`config.mk`:
```
export PLATFORM = sky130hd
export DESIGN_NAME = motor_pwm_driver
export DESIGN_NICKNAME = d
export VERILOG_FILES = /design/src/rtl/motor_pwm_pkg.sv /design/src/rtl/motor_pwm_channel.sv /design/src/rtl/motor_pwm_driver.sv
export SDC_FILE = /design/constraint.sdc
export NUM_CORES = 1
export LEC_CHECK = 0
export BUFFER_PORTS_ARGS = -buffer_cell sky130_fd_sc_hd__buf_4
export CELL_PAD_IN_SITES_DETAIL_PLACEMENT = 1
export CELL_PAD_IN_SITES_GLOBAL_PLACEMENT = 2
export CORE_ASPECT_RATIO = 0.5
export CORE_MARGIN = 2
export CORE_UTILIZATION = 40
export CTS_BUF_LIST = sky130_fd_sc_hd__clkbuf_4 sky130_fd_sc_hd__clkbuf_8
export CTS_CLUSTER_DIAMETER = 30
export DETAILED_ROUTE_END_ITERATION = 16
export PLACE_DENSITY = 0.95
export SLEW_MARGIN = 20
export SYNTH_ARGS = -nofsm -noshare
export SYNTH_HDL_FRONTEND = slang
export SYNTH_HIERARCHICAL = 1
export SYNTH_SLANG_ARGS = --single-unit
```
`constraint.sdc`:
```
create_clock -name clk -period 3.7 [get_ports clk]
set_input_delay 0 -clock clk [delete_from_list [all_inputs] [get_ports clk]]
set_output_delay 0 -clock clk [all_outputs]
set_load 0.005 [all_outputs]
```
`src/rtl/motor_pwm_pkg.sv`:
```
// Shared definitions for the dual H-bridge PWM driver: direction and state codes,
// the PWM counter top value, and the clamping BCD-to-binary duty conversion.
package motor_pwm_pkg;

    typedef enum logic [1:0] {
        DIR_STOP = 2'b00,
        DIR_REV  = 2'b01,
        DIR_FWD  = 2'b10
    } dir_e;

    typedef enum logic [1:0] {
        ST_IDLE = 2'b00,
        ST_RUN  = 2'b01,
        ST_DEAD = 2'b10
    } state_e;

    localparam int PWM_TOP = 999;
    localparam int CNT_W   = 10;

    // Nibbles above 9 saturate to 9, so 12'hAFF reads as 999.
    function automatic logic [CNT_W-1:0] bcd3_to_bin(input logic [11:0] bcd);
        logic [3:0] d2, d1, d0;
        d2 = (bcd[11:8] > 4'd9) ? 4'd9 : bcd[11:8];
        d1 = (bcd[7:4]  > 4'd9) ? 4'd9 : bcd[7:4];
        d0 = (bcd[3:0]  > 4'd9) ? 4'd9 : bcd[3:0];
        return 10'(d2) * 10'd100 + 10'(d1) * 10'd10 + 10'(d0);
    endfunction

endpackage

```
`src/rtl/motor_pwm_channel.sv`:
```
// One H-bridge channel: command FSM, dead-period counter, applied duty and registered bridge outputs.
// SOFT_START_EN enables the per-period duty ramp on the way up.
//
//   state   | meaning
//   --------+--------------------------------------------------------
//   ST_IDLE | bridge off, waiting for a FWD/REV command at a period boundary
//   ST_RUN  | bridge driven in dir_q, PWM enable from counter vs applied duty
//   ST_DEAD | bridge off for dead_q more periods after a direction reversal
module motor_pwm_channel
    import motor_pwm_pkg::*;
#(
    parameter int DEAD_PERIODS = 4,
    parameter int RAMP_STEP    = 10
) (
    input  logic             clk,
    input  logic             rst_n,
    input  logic             period_start_i,
    input  logic [1:0]       cmd_i,
    input  logic [11:0]      duty_bcd_i,
    input  logic [CNT_W-1:0] cnt_i,
    output logic             in_a_o,
    output logic             in_b_o,
    output logic             en_o,
    output logic [1:0]       state_o
);

    localparam int DW = (DEAD_PERIODS > 0) ? $clog2(DEAD_PERIODS + 1) : 1;

    state_e           state_q, state_d;
    logic [1:0]       dir_q, dir_d;
    logic [DW-1:0]    dead_q, dead_d;
    logic [CNT_W-1:0] duty_q, duty_d;
    logic [CNT_W-1:0] target, duty_run, duty_entry;
    logic             cmd_run;
    logic             in_a_q, in_b_q, en_q;

    function automatic logic [CNT_W-1:0] ramp(input logic [CNT_W-1:0] cur,
                                              input logic [CNT_W-1:0] tgt);
        logic [CNT_W:0] sum;
        sum = {1'b0, cur} + (CNT_W+1)'(RAMP_STEP);
        if (tgt <= cur || sum >= {1'b0, tgt}) return tgt;
        return sum[CNT_W-1:0];
    endfunction

    assign target  = bcd3_to_bin(duty_bcd_i);
    assign cmd_run = (cmd_i == DIR_FWD) || (cmd_i == DIR_REV);

`ifdef SOFT_START_EN
    assign duty_run   = ramp(duty_q, target);
    assign duty_entry = ramp('0, target);
`else
    assign duty_run   = target;
    assign duty_entry = target;
`endif

    always_comb begin
        state_d = state_q;
        dir_d   = dir_q;
        dead_d  = dead_q;
        duty_d  = duty_q;
        if (period_start_i) begin
            case (state_q)
                ST_IDLE: begin
                    if (cmd_run) begin
                        state_d = ST_RUN;
                        dir_d   = cmd_i;
                        duty_d  = duty_entry;
                    end
                end
                ST_RUN: begin
                    if (!cmd_run) begin
                        state_d = ST_IDLE;
                        duty_d  = '0;
                    end else if (cmd_i == dir_q) begin
                        duty_d = duty_run;
                    end else if (DEAD_PERIODS == 0) begin
                        dir_d  = cmd_i;
                        duty_d = duty_entry;
                    end else begin
                        state_d = ST_DEAD;
                        dead_d  = DW'(DEAD_PERIODS);
                        duty_d  = '0;
                    end
                end
                ST_DEAD: begin
                    // Leaving on the boundary where the count would hit zero gives exactly DEAD_PERIODS dark periods.
                    if (!cmd_run) begin
                        state_d = ST_IDLE;
                    end else if (dead_q <= DW'(1)) begin
                        state_d = ST_RUN;
                        dir_d   = cmd_i;
                        duty_d  = duty_entry;
                        dead_d  = '0;
                    end else begin
                        dead_d = dead_q - DW'(1);
                    end
                end
                default: state_d = ST_IDLE;
            endcase
        end
    end

    always_ff @(posedge clk or negedge rst_n) begin
        if (!rst_n) begin
            state_q <= ST_IDLE;
            dir_q   <= DIR_STOP;
            dead_q  <= '0;
            duty_q  <= '0;
            in_a_q  <= 1'b0;
            in_b_q  <= 1'b0;
            en_q    <= 1'b0;
        end else begin
            state_q <= state_d;
            dir_q   <= dir_d;
            dead_q  <= dead_d;
            duty_q  <= duty_d;
            in_a_q  <= (state_q == ST_RUN) && (dir_q == DIR_FWD);
            in_b_q  <= (state_q == ST_RUN) && (dir_q == DIR_REV);
            en_q    <= (state_q == ST_RUN) && (cnt_i < duty_q);
        end
    end

    assign in_a_o  = in_a_q;
    assign in_b_o  = in_b_q;
    assign en_o    = en_q;
    assign state_o = state_q;

endmodule

```
`src/rtl/motor_pwm_driver.sv`:
```
// Dual-channel motor PWM driver: shared prescaler and 0..999 period counter feeding two channel FSMs.
// Optional duty soft start is built in when SOFT_START_EN is defined.
module motor_pwm_driver
    import motor_pwm_pkg::*;
#(
    parameter int PRESC        = 2,
    parameter int DEAD_PERIODS = 4,
    parameter int RAMP_STEP    = 10
) (
    input  logic        clk,
    input  logic        rst_n,
    input  logic [1:0]  directie_driverA,
    input  logic [1:0]  directie_driverB,
    input  logic [11:0] factor_dc_driverA,
    input  logic [11:0] factor_dc_driverB,
    output logic        in1,
    output logic        in2,
    output logic        in3,
    output logic        in4,
    output logic        ena,
    output logic        enb,
    output logic [1:0]  stare_A,
    output logic [1:0]  stare_B
);

    localparam int PW = (PRESC > 1) ? $clog2(PRESC) : 1;

    logic [PW-1:0]    presc_q, presc_d;
    logic [CNT_W-1:0] cnt_q, cnt_d;
    logic             tick, period_start;

    assign tick         = (presc_q == PW'(PRESC - 1));
    assign period_start = tick && (cnt_q == CNT_W'(PWM_TOP));

    always_comb begin
        presc_d = tick ? '0 : presc_q + PW'(1);
        cnt_d   = cnt_q;
        if (tick) cnt_d = (cnt_q == CNT_W'(PWM_TOP)) ? '0 : cnt_q + CNT_W'(1);
    end

    always_ff @(posedge clk or negedge rst_n) begin
        if (!rst_n) begin
            presc_q <= '0;
            cnt_q   <= '0;
        end else begin
            presc_q <= presc_d;
            cnt_q   <= cnt_d;
        end
    end

    motor_pwm_channel #(.DEAD_PERIODS(DEAD_PERIODS), .RAMP_STEP(RAMP_STEP)) u_ch_a (
        .clk            (clk),
        .rst_n          (rst_n),
        .period_start_i (period_start),
        .cmd_i          (directie_driverA),
        .duty_bcd_i     (factor_dc_driverA),
        .cnt_i          (cnt_q),
        .in_a_o         (in1),
        .in_b_o         (in2),
        .en_o           (ena),
        .state_o        (stare_A)
    );

    motor_pwm_channel #(.DEAD_PERIODS(DEAD_PERIODS), .RAMP_STEP(RAMP_STEP)) u_ch_b (
        .clk            (clk),
        .rst_n          (rst_n),
        .period_start_i (period_start),
        .cmd_i          (directie_driverB),
        .duty_bcd_i     (factor_dc_driverB),
        .cnt_i          (cnt_q),
        .in_a_o         (in3),
        .in_b_o         (in4),
        .en_o           (enb),
        .state_o        (stare_B)
    );

endmodule

```
Yosys cells after proc, flatten, opt, wreduce, memory -nomap -nowiden. Cells that the tools add are included.

Mux-type cells: 50. Add/subtract/negate cells: 8. Equal/unequal tests: 29. Reductions and logical operators: 25. Shifts and indexed selects: 0. Multipliers: 4. Divide/modulo/power cells: 0. Bitwise logic cells: 0. Magnitude comparators: 10.

Operators by type and width (count): two-way mux 10 bit (11); one-hot mux 10 bit (3 select lines) (2); two-way mux 2 bit (16); AND reduction 5 bit (6); greater-than comparator 4 bit (second input constant) (6); two-way mux 3 bit (8); two-way mux 4 bit (6); adder 10 x 4 -> 10 bit (2); adder 10 x 8 -> 10 bit (2); < comparator 10 bit (2); multiplier 4 x 5 -> 8 bit (second input constant) (2); != test 2 x 1 -> 1 bit (second input constant) (8); multiplier 4 x 3 -> 7 bit (second input constant) (2); equality test 2 x 1 -> 1 bit (second input constant) (6); equality test 2 bit (second input constant) (6); != test 3 bit (second input constant) (4); one-hot mux 2 bit (3 select lines) (2); one-hot mux 3 bit (2 select lines) (2); adder 10 x 1 -> 10 bit (second input constant) (1); equality test 10 bit (second input constant) (1); one-hot mux 2 bit (2 select lines) (2); AND reduction 4 bit (2); nonzero test 2 bit (4); logical AND 1 bit (7); 9 further kinds (16).

Flip-flop bits (word level): 51. RAM bits: 0. Memories: 0. Bits of input ports: 30. Logic and storage cells: 142. Bits in read-only memories: 0. Output and inout bits: 10. Latch bits: 0.

Depth between registers and ports, before layout. Gate-level depths: netlist (run 1).

Depth in word-level cells: 8. Mapped depth: 14. Depth with buffers taken out: 14.

Cells and area by module. The synthesis (run 1) kept the hierarchy.

By module, submodules not included: motor_pwm_channel (area an instance 1828.0 µm², cells an instance 195, sequential area each 500.5 µm², instances 2); motor_pwm_driver (area an instance 573.0 µm², cells an instance 53, sequential area each 275.3 µm², instances 1).

Worst setup path after synthesis (run 1). No wires, ideal clock.

Kind: in2reg. Start: input port factor_dc_driverA[9]. End: register u_ch_a.duty_q[9]. Data arrival time: 2378 ps. Required time: 3579 ps. Setup slack: 1201 ps. Buffers on the path: 0. Setup time: 121 ps. Stages: 12. Cell sequence: o21ai_0 -> nand2b_1 -> ha_1 -> ha_1 -> fa_1 -> ha_1 -> ha_1 -> nand2_1 -> o21a_1 -> o31ai_1 -> xnor2_1 -> a22o_1.

Longest elaborated chain between the ends: 8. Elaborated cells on any way between the ends: 11. Those cells by class: add/sub: 2; mul: 1; order compare: 1; mux: 7.

Ends and longest elaborated chain: start: declaration (line motor_pwm_driver.sv:14) `input logic [11:0] factor_dc_driverA,`; greater-than comparator 4 bit (line motor_pwm_pkg.sv:23) `d2 = (bcd[11:8] > 4'd9) ? 4'd9 : bcd[11:8];`; two-way mux 4 bit (*) (line motor_pwm_pkg.sv:23); multiplier 4 x 5 -> 8 bit (*) (line motor_pwm_pkg.sv:26) `return 10'(d2) * 10'd100 + 10'(d1) * 10'd10 + 10'(d0);`; adder 10 x 8 -> 10 bit (*) (line motor_pwm_pkg.sv:26); adder 10 x 4 -> 10 bit (*) (line motor_pwm_pkg.sv:26); two-way mux 10 bit, on equally long branches (line motor_pwm_channel.sv:89, motor_pwm_channel.sv:74); two-way mux 10 bit, on equally long branches (line motor_pwm_channel.sv:87, motor_pwm_channel.sv:71); one-hot mux 10 bit (3 select lines) (*) (line motor_pwm_channel.sv:62) `case (state_q)`; end signal: assignment (line motor_pwm_channel.sv:116) `duty_q <= duty_d;`; end: declaration (line motor_pwm_channel.sv:32) `logic [CNT_W-1:0] duty_q, duty_d;`.

Mark *: on every way between the ends. The rest lies on a longest branch, timed or not. The select of a mux whose other input is x is not followed. A chain may end at the register's enable or synchronous reset.

Worst setup path after layout (run 1).
Start: register cnt_q[1]. End: register u_ch_b.dir_q[1].

Longest elaborated chain between the ends: 3.

Ends and longest elaborated chain: start: declaration (line motor_pwm_driver.sv:29) `logic [CNT_W-1:0] cnt_q, cnt_d;`; start signal: assignment (line motor_pwm_driver.sv:47) `cnt_q <= cnt_d;`; equality test 10 bit (line motor_pwm_driver.sv:33) `assign period_start = tick && (cnt_q == CNT_W'(PWM_TOP));`; logical AND 1 bit (line motor_pwm_driver.sv:33); via period_start (line motor_pwm_driver.sv:30) `logic tick, period_start;`; AND reduction 5 bit (no line); end signal: assignment (line motor_pwm_channel.sv:114) `dir_q <= dir_d;`; end: declaration (line motor_pwm_channel.sv:30) `logic [1:0] dir_q, dir_d;`.

The timed path passes the listed nets, and every way through them passes these cells.

==> impl_results.md, run 1 <==
* Status: complete, no violations
* Remaining global-route overflow at 0
* Worst skew pair latency at approximately 0.31 ns
* Count leader, synth: ha_1
* Total clock sinks at 51
* CP startpoint kind: flop
* Final period util at roughly 73%
* Hold endpoint: u_ch_a/dir_q[1]$_DFFE_PN0P_
* # Max-Cap Violations at 0
* Worst R2R End: u_ch_b/dir_q[1]$_DFFE_PN0P_
* R2r startpoint: cnt_q[1]$_DFFE_PN0P_
* H-tree Lvls at 2
* Post-Synth XOR/XNOR Area at about 6.2%
* First-pass GRT wire length at around 16 mm
* Multiplexer share of the synthesized area at 0%
* Most frequent cells after synthesis: ha_1 (65), dfrtp_1 (51), inv_1 (49)
* Synth Flop Type: dfrtp_1
* Unrepaired setup endpoints after global routing: no
* Initial antenna violation count at 0
* Slew margin rel. at between 50% and 60%
* Dominant cell type by area after synthesis: dfrtp_1
* Die H at 76.7 um
* I/O Buffers at 39
* Slew Viols, Final at 0
* Final setup viols at 0
* Worst r2r path cells at 8
* Critical Path Fanout Max at 15
* Die width at about 150 um
* CTS Buffer Depth at 2
* Synth top area share at 30.2%
* Non-Filler Instances at ~630
* Pin count of the biggest net entering global routing at 52
* Worst Skew at approximately 0.0071 ns
* Final WL at 9.31 mm
* Area Overhead vs Synth at 13.5%
* Placed cells at a little over 600
* Num ports at 40
* Asr flop ratio synth at 100%
* Mapped cell area at 4230 um2
* Total CTS buffers at 5
* Net count, final at 591
* Post CTS Setup Buffer Count at 0
* Initial Util at 41.3%
* Hold WC Path Type: in2reg
* Register area share after synthesis at roughly 30%
* Worst Hold Margin at roughly 0.012 ns
* Simple-Gate Fraction of Synth Area at 14.2%
* Crit end category: flop
* FF-to-FF setup slack at ~0.99 ns
* Fraction of layout instances using a drive strength above 1 at between 10% and 20%
* Mapped Nets at between 500 and 600
* Largest family of logic cells by synthesized area: adder cells
* Crit path DAT at ~2.9 ns
* Max rail drop VDD at 0.133 mV
* DR vias at 3230
* CTS root buf: clkbuf_8
* PwrDens at between 200 and 300 nW/um2
* Wirelength per Cell at approximately 15 um
* Compound-cell area share of the yosys netlist at around a fifth
* DR iter-0 viols at just under 80
* Post-synth EDFFs at 0
* Unique masters post-synth at 47
* Fin. Hold Viols at 0
* Fill cells at between 1000 and 1500
* Worst Tran Pin Value at between 0.6 and 0.7 ns
* GRT Total Usage at 17.2%
* Pre-CTS setup slack at around 0.88 ns
* Syn. warnings at 6
* Vias in the first global route at around 3400
* DP Wirelength at between 7 and 8 mm
* Pre-antenna DRT Iters at 4
* Average cell area after synthesis at 9.55 um2
* Post-CTS Resized at 0
* HP Start: directie_driverA[1]
* Routed Antenna Nets at 0
* Data required, critical path at 3.89 ns
* Min Clock Period, post-route at about 2.7 ns
* Core area at slightly above 10000 um2
* # rows at 26
* Synth top area cells: dfrtp_1 (30%), ha_1 (19%), a22o_1 (4.6%)
* Via-per-instance ratio at around 5
* Pleak at between 2 and 2.5 nW
* Final GP Congestion at 0.759
* Die Area at 11500 um2
* Clock transition at path regs at approximately 0.10 ns
* Setup TNS at 0 ns
* WS Path Type: reg2reg
* Post-synthesis adder-cell area fraction at a little under a quarter
* Max Fclk at approximately 370 MHz
* CTS tree: yes
* # DRC at 0
* Hold depth at 3
* Diode count at 0
* Post-route setup slack at 0.994 ns
* #FFs+latches synth at just over 50
* Post-Syn Instances at around 440
-- power breakdown --
part | switching, mW | leakage [nW] | internal [mW]
Sequential | 0.000000000240 | 0.677 | 0.557
Clock | 0.200 | 0.0452 | 0.144
Combinational | 0.221 | 1.55 | 0.183
Total | 0.421 | 2.27 | 0.884
-- critical path, cell delays in order, from the launching register on --
cell,delay (ns)
dfrtp_1,0.48
ha_1,0.25
nand2_1,0.13
nor3_4,0.56
nand2b_1,0.20
a21o_1,0.21
o21ai_0,0.13
o21ai_0,0.09
dlygate4sd3_1,0.55
-- state kept, by name, summed over array words and instances (netlist names) --
signal          count
u_ch_a/in_b_o       1
u_ch_b/duty_q      10
u_ch_b/state_o      2
u_ch_a/dead_q       3
u_ch_a/state_o      2
u_ch_b/dead_q       3
u_ch_a/en_o         1
u_ch_a/duty_q      10
u_ch_b/in_a_o       1
u_ch_a/in_a_o       1
u_ch_b/in_b_o       1
cnt_q              10
u_ch_b/en_o         1
presc_q             1
u_ch_b/dir_q        2
u_ch_a/dir_q        2
-- logic make-up after synthesis --
group / count (synthesis)
AO/OA/AOI/OAI: 128
AND/OR/NAND/NOR: 102
adder cells (fa/ha/maj): 73
buffers and inverters: 55
flip-flops: 51
XOR/XNOR: 30
other: 4
-- what timing repair did --
item,CTS,global route
endpoints found under the setup margin,0,0
hold endpoints to repair,56,0
hold buffers,5,0
-- cells in the final DEF, fill, tap and decap left out, types with 15 or more instances in the layout --
cell / count
o21ai_0: 28
buf_4: 39
nand2_1: 27
xnor2_1: 19
ha_1: 65
a21oi_1: 29
inv_1: 49
dfrtp_1: 51
nor2_1: 15
a22o_1: 22
-- routing by layer --
layer | up-vias | routed length, um | GRT usage (%)
met5 | - | 0 | 0
met1 | 1542 | 5010 | 25.0
met2 | 44 | 3990 | 27.4
met4 | 0 | 87 | 3.81
met3 | 6 | 228 | 2.08
li1 | 1638 | - | -
-- stage by stage --
| step | instance area (um2) | utilization [%] | power [mW] |
|---|---|---|---|
| floorplan | 4230 | - | 0.853 |
| global placement | 4660 | 45.4 | 0.953 |
| detailed placement | 4660 | 45.4 | 0.971 |
| CTS | 4800 | 46.8 | 1.33 |
| global route | 4800 | 46.8 | 1.41 |
| finish | 4800 | 46.8 | 1.30 |
-- layout make-up --
class	count	area (um2)	share of cell area (%)
Clock buffer	6	76.3	1.59
Clock inverter	2	16.3	0.339
Inverter	49	184	3.83
Multi-Input combinational cell	337	2730	56.9
Sequential cell	51	1280	26.6
Tap cell	140	175	3.65
Timing Repair Buffer	44	343	7.14
-- how the worst max path moves through the flow --
stage / start / to / slack (ns) / depth (start not counted)
global route: cnt_q[1]$_DFFE_PN0P_ / u_ch_b/dir_q[1]$_DFFE_PN0P_ / 0.72 / 8
CTS: cnt_q[1]$_DFFE_PN0P_ / u_ch_b/dir_q[1]$_DFFE_PN0P_ / 0.96 / 8
global placement: factor_dc_driverA[7] / u_ch_a/duty_q[8]$_DFFE_PN0P_ / 0.95 / 14
finish: cnt_q[1]$_DFFE_PN0P_ / u_ch_b/dir_q[1]$_DFFE_PN0P_ / 0.99 / 8
detailed placement: factor_dc_driverA[7] / u_ch_a/duty_q[8]$_DFFE_PN0P_ / 0.88 / 14
floorplan: factor_dc_driverA[9] / u_ch_a/duty_q[9]$_DFFE_PN0P_ / 1.20 / 12
Note: power is estimated with default switching activity, not from simulation.
==> run 2, diff against run 1 <==
ABC_AREA = 1   (was default)
CORE_UTILIZATION = 36   (was 40)
PLACE_DENSITY = 0.94   (was 0.95)
clock period = 2.82 ns   (was 3.7 ns; I/O delays follow)
==> impl_results.md, run 2 <==
* Post-CTS Resized at 0 (unchanged)
* Syn. warnings at 6 (unchanged)
* Register area share after synthesis at 27.7% (-2.5 points)
* Hold WC Path Type: in2reg
* Total clock sinks at 51 (unchanged)
* Crit end category: flop
* Wirelength per Cell at 12.4 um (-16%)
* HP Start: factor_dc_driverB[4]
* H-tree Lvls at 2 (unchanged)
* First-pass GRT wire length at 19.5 mm (+22%)
* Dpl cell area at 5130 um2 (+10%)
* Slew margin rel. at 56.2% (-0.49 points)
* CTS Buffer Depth at 2 (unchanged)
* Asr flop ratio synth at 100% (unchanged)
* Count leader, synth: nand2_1
* Worst skew pair latency at 0.30 ns (about the same)
* Pin count of the biggest net entering global routing at 52 (unchanged)
* Final core utilization at 41.9% (-5.0 points)
* Final setup viols at 0 (unchanged)
* Post-Syn Instances at 650 (+47%)
* WS Path Type: in2reg
* Min Clock Period, post-route at approximately 2.5 ns
* Fill cells at 1625 (+35%)
* Worst R2R End: u_ch_a/duty_q[7]$_DFFE_PN0P_
* Die Area at 13800 um2 (+20%)
* Routed Antenna Nets at 0 (unchanged)
* Pre-CTS setup slack at -0.00604 ns (-0.889 ns)
* Mapped Nets at 753 (+38%)
* Final period util at 89.5%
* Worst path cell trace: buf_4 -> o21ai_0 -> nand2_1 -> ha_1 -> ha_1 -> fa_1 -> ha_1 -> ha_1 -> nand2_1 -> inv_1 -> a21oi_1 -> nand2_1 -> nand2_1 -> nand2_1 -> nand2_1 -> nand2_1
* Pleak at 2.95 nW (+30%)
* Post-synth EDFFs at 0 (unchanged)
* Mapped cell area at 4610 um2 (+9.1%)
* Vias in the first global route at 4258 (+27%)
* CP startpoint kind: input port
* Clock share of power at 24.2% (-2.1 points)
* Total CTS buffers at 5 (unchanged)
* Initial antenna violation count at 0 (unchanged)
* Net count, final at 806 (+36%)
* Diode count at 0 (unchanged)
* # DRC at 0 (unchanged)
* Worst r2r path cells at 10 (+2)
* Post-route setup slack at 0.295 ns (-0.699 ns)
* P_sw at 610 uW (+45%)
* Die H at 84.0 um (+9.6%)
* Die width at 164 um (+9.8%)
* Max Fclk at a little under 400 MHz
* Core area at 12600 um2 (+23%)
* Biggest regs: cnt_q x10, u_ch_a/duty_q x10, u_ch_b/duty_q x10
* Remaining global-route overflow at 0 (unchanged)
* Status: complete, no violations
* PwrDens at 340 nW/um2 (+25%)
* Sw frac at 34.0% (+1.8 points)
* Unique masters post-synth at 30 (-36%)
* Fraction of layout instances using a drive strength above 1 at 11.9% (-2.4 points)
* #FFs+latches synth at 51 (unchanged)
* Slowest cell on crit path: fa_1
* Dominant cell type by area after synthesis: dfrtp_1
* FF-to-FF setup slack at 0.33 ns (-0.66 ns)
* Data required, critical path at 3.02 ns (-0.87 ns)
* DR vias at 4037 (+25%)
* Synth Flop Type: dfrtp_1
* Fin. Hold Viols at 0 (unchanged)
* Synth top area cells: dfrtp_1 (28%), nand2_1 (19%), ha_1 (18%)
* Most frequent cells in the layout: nand2_1 (229), inv_1 (111), ha_1 (65)
* I/O Buffers at 39 (unchanged)
* Setup TNS at 0 ns (unchanged)
* Pre-antenna DRT Iters at 4 (unchanged)
* Critical Path Start: factor_dc_driverB[9]
* Crit path DAT at 2.72 ns (-0.18 ns)
* Initial Util at 36.6% (-4.6 points)
* Via-per-instance ratio at 4.62 (-10%)
* GRT Total Usage at 17.2% (about the same)
* R2r startpoint: cnt_q[1]$_DFFE_PN0P_
* Comb power frac at 35.1% (+4.1 points)
* Final Cell Area at 5270 um2 (+9.9%)
* Area Overhead vs Synth at 14.3%
* Final WL at 10.8 mm (+16%)
* Average cell area after synthesis at 7.10 um2 (-26%)
* Pint at 1.18 mW (+34%)
* CTS root buf: clkbuf_8
* Synth top area share at 27.7% (-2.5 points)
* CP max stage delay at 0.44 ns (-0.12 ns)
* Max rail drop VDD at 0.188 mV (+41%)
* Worst Hold Margin at 0.168 ns (+0.157 ns)
* DR iter-0 viols at 123 (+56%)
* # Max-Cap Violations at 0 (unchanged)
* Most frequent cells after synthesis: nand2_1 (229), inv_1 (111), ha_1 (65)
* Reg power frac at 40.7% (-2.0 points)
* Commonest non-fill, non-tap cell in the layout: nand2_1
* Num ports at 40 (unchanged)
* Slew Viols, Final at 0 (unchanged)
* Critical Path Fanout Max at 5 (-10)
* Worst Tran Pin Value at 0.657 ns (+0.00730 ns)
* Worst Skew at 0.00889 ns (+0.00178 ns)
* DP Wirelength at 8.92 mm (+22%)
* CTS tree: yes
* Clock transition at path regs at 0.09 ns (about the same)
* Crit path to: u_ch_b/duty_q[9]$_DFFE_PN0P_
* Final GP Congestion at 0.767 (+1.1%)
* Unrepaired setup endpoints after global routing: no
* Cell mode on critical path: nand2_1
* # rows at 29 (+12%)
## run 2: changes by cell type after synthesis, sizes merged, moves of 6 or more
cell	previous run	this run
a22o	22	0
nand2b	14	0
inv	49	116
nand3	4	40
a21o	14	0
o21ai	34	23
a21oi	34	21
xnor2	19	6
a211oi	6	0
nor2b	12	0
nand2	27	229
nor2	15	49
## run 2: cells by family after synthesis
logic type | after synthesis | share of synthesized area [%]
and+or+nand+nor | 339 | 31.8
buffers and inverters | 120 | 10.1
xor gates and xnor gates | 12 | 2.28
DFF | 51 | 27.7
AOI/OAI and AO/OA | 51 | 6.73
other | 4 | 0.325
adders and majority gates | 73 | 21.1
## run 2: what timing repair did
| action | in CTS | in global routing |
|---|---|---|
| buffers inserted | 0 | 0 |
| endpoints found under the hold margin | 55 | 0 |
| hold buffers | 5 | 0 |
## run 2: critical path, delay by kind of cell
family | cells | cell delay (ns)
AOI/OAI and AO/OA | 2 | 0.39
and+or+nand+nor | 7 | 0.52
buffers and inverters | 2 | 0.15
adders and majority gates | 5 | 1.66
## run 2: worst min path at each step
stage / end / cells after the start
final: u_ch_b/duty_q[1]$_DFFE_PN0P_ / 5
after floorplan: cnt_q[0]$_DFFE_PN0P_ / 0
after detailed placement: u_ch_a/duty_q[2]$_DFFE_PN0P_ / 1
after global placement: u_ch_a/duty_q[2]$_DFFE_PN0P_ / 1
after CTS: u_ch_b/duty_q[1]$_DFFE_PN0P_ / 5
after global routing: u_ch_b/duty_q[1]$_DFFE_PN0P_ / 5
## run 2: power groups by stage
| stage | clock [mW] | combinational (mW) | sequential [mW] |
|---|---|---|---|
| floorplan | 0 | 0.452 | 0.745 |
| global placement | 0 | 0.610 | 0.745 |
| detailed placement | 0 | 0.626 | 0.745 |
| CTS | 0.460 | 0.639 | 0.731 |
| global route | 0.485 | 0.746 | 0.731 |
| finish | 0.434 | 0.630 | 0.731 |
## run 2: layout make-up
type / count / area (um2) / area share, %
well taps: 170 / 213 / 4.03
inverters: 116 / 435 / 8.26
repair buffers: 50 / 388 / 7.36
flip-flops and latches: 51 / 1280 / 24.2
clock inverters: 1 / 5.00 / 0.0949
multi-input cells: 479 / 2870 / 54.5
clock buffers: 7 / 83.8 / 1.59
## run 2: stage by stage
| stage | power (mW) | std cells |
|---|---|---|
| after floorplan | 1.20 | 650 |
| after global placement | 1.35 | 861 |
| after detailed placement | 1.37 | 861 |
| after CTS | 1.83 | 874 |
| after global routing | 1.96 | 874 |
| final | 1.79 | 874 |
## run 2: layer usage
| metal | part of all wire (%) | up-vias | track usage [%] |
|---|---|---|---|
| li1 | - | 2117 | - |
| met1 | 52 | 1871 | 24.0 |
| met2 | 45 | 45 | 29.1 |
| met3 | 2.3 | 4 | 2.09 |
| met4 | 0.48 | 0 | 2.15 |
| met5 | 0 | - | 0 |
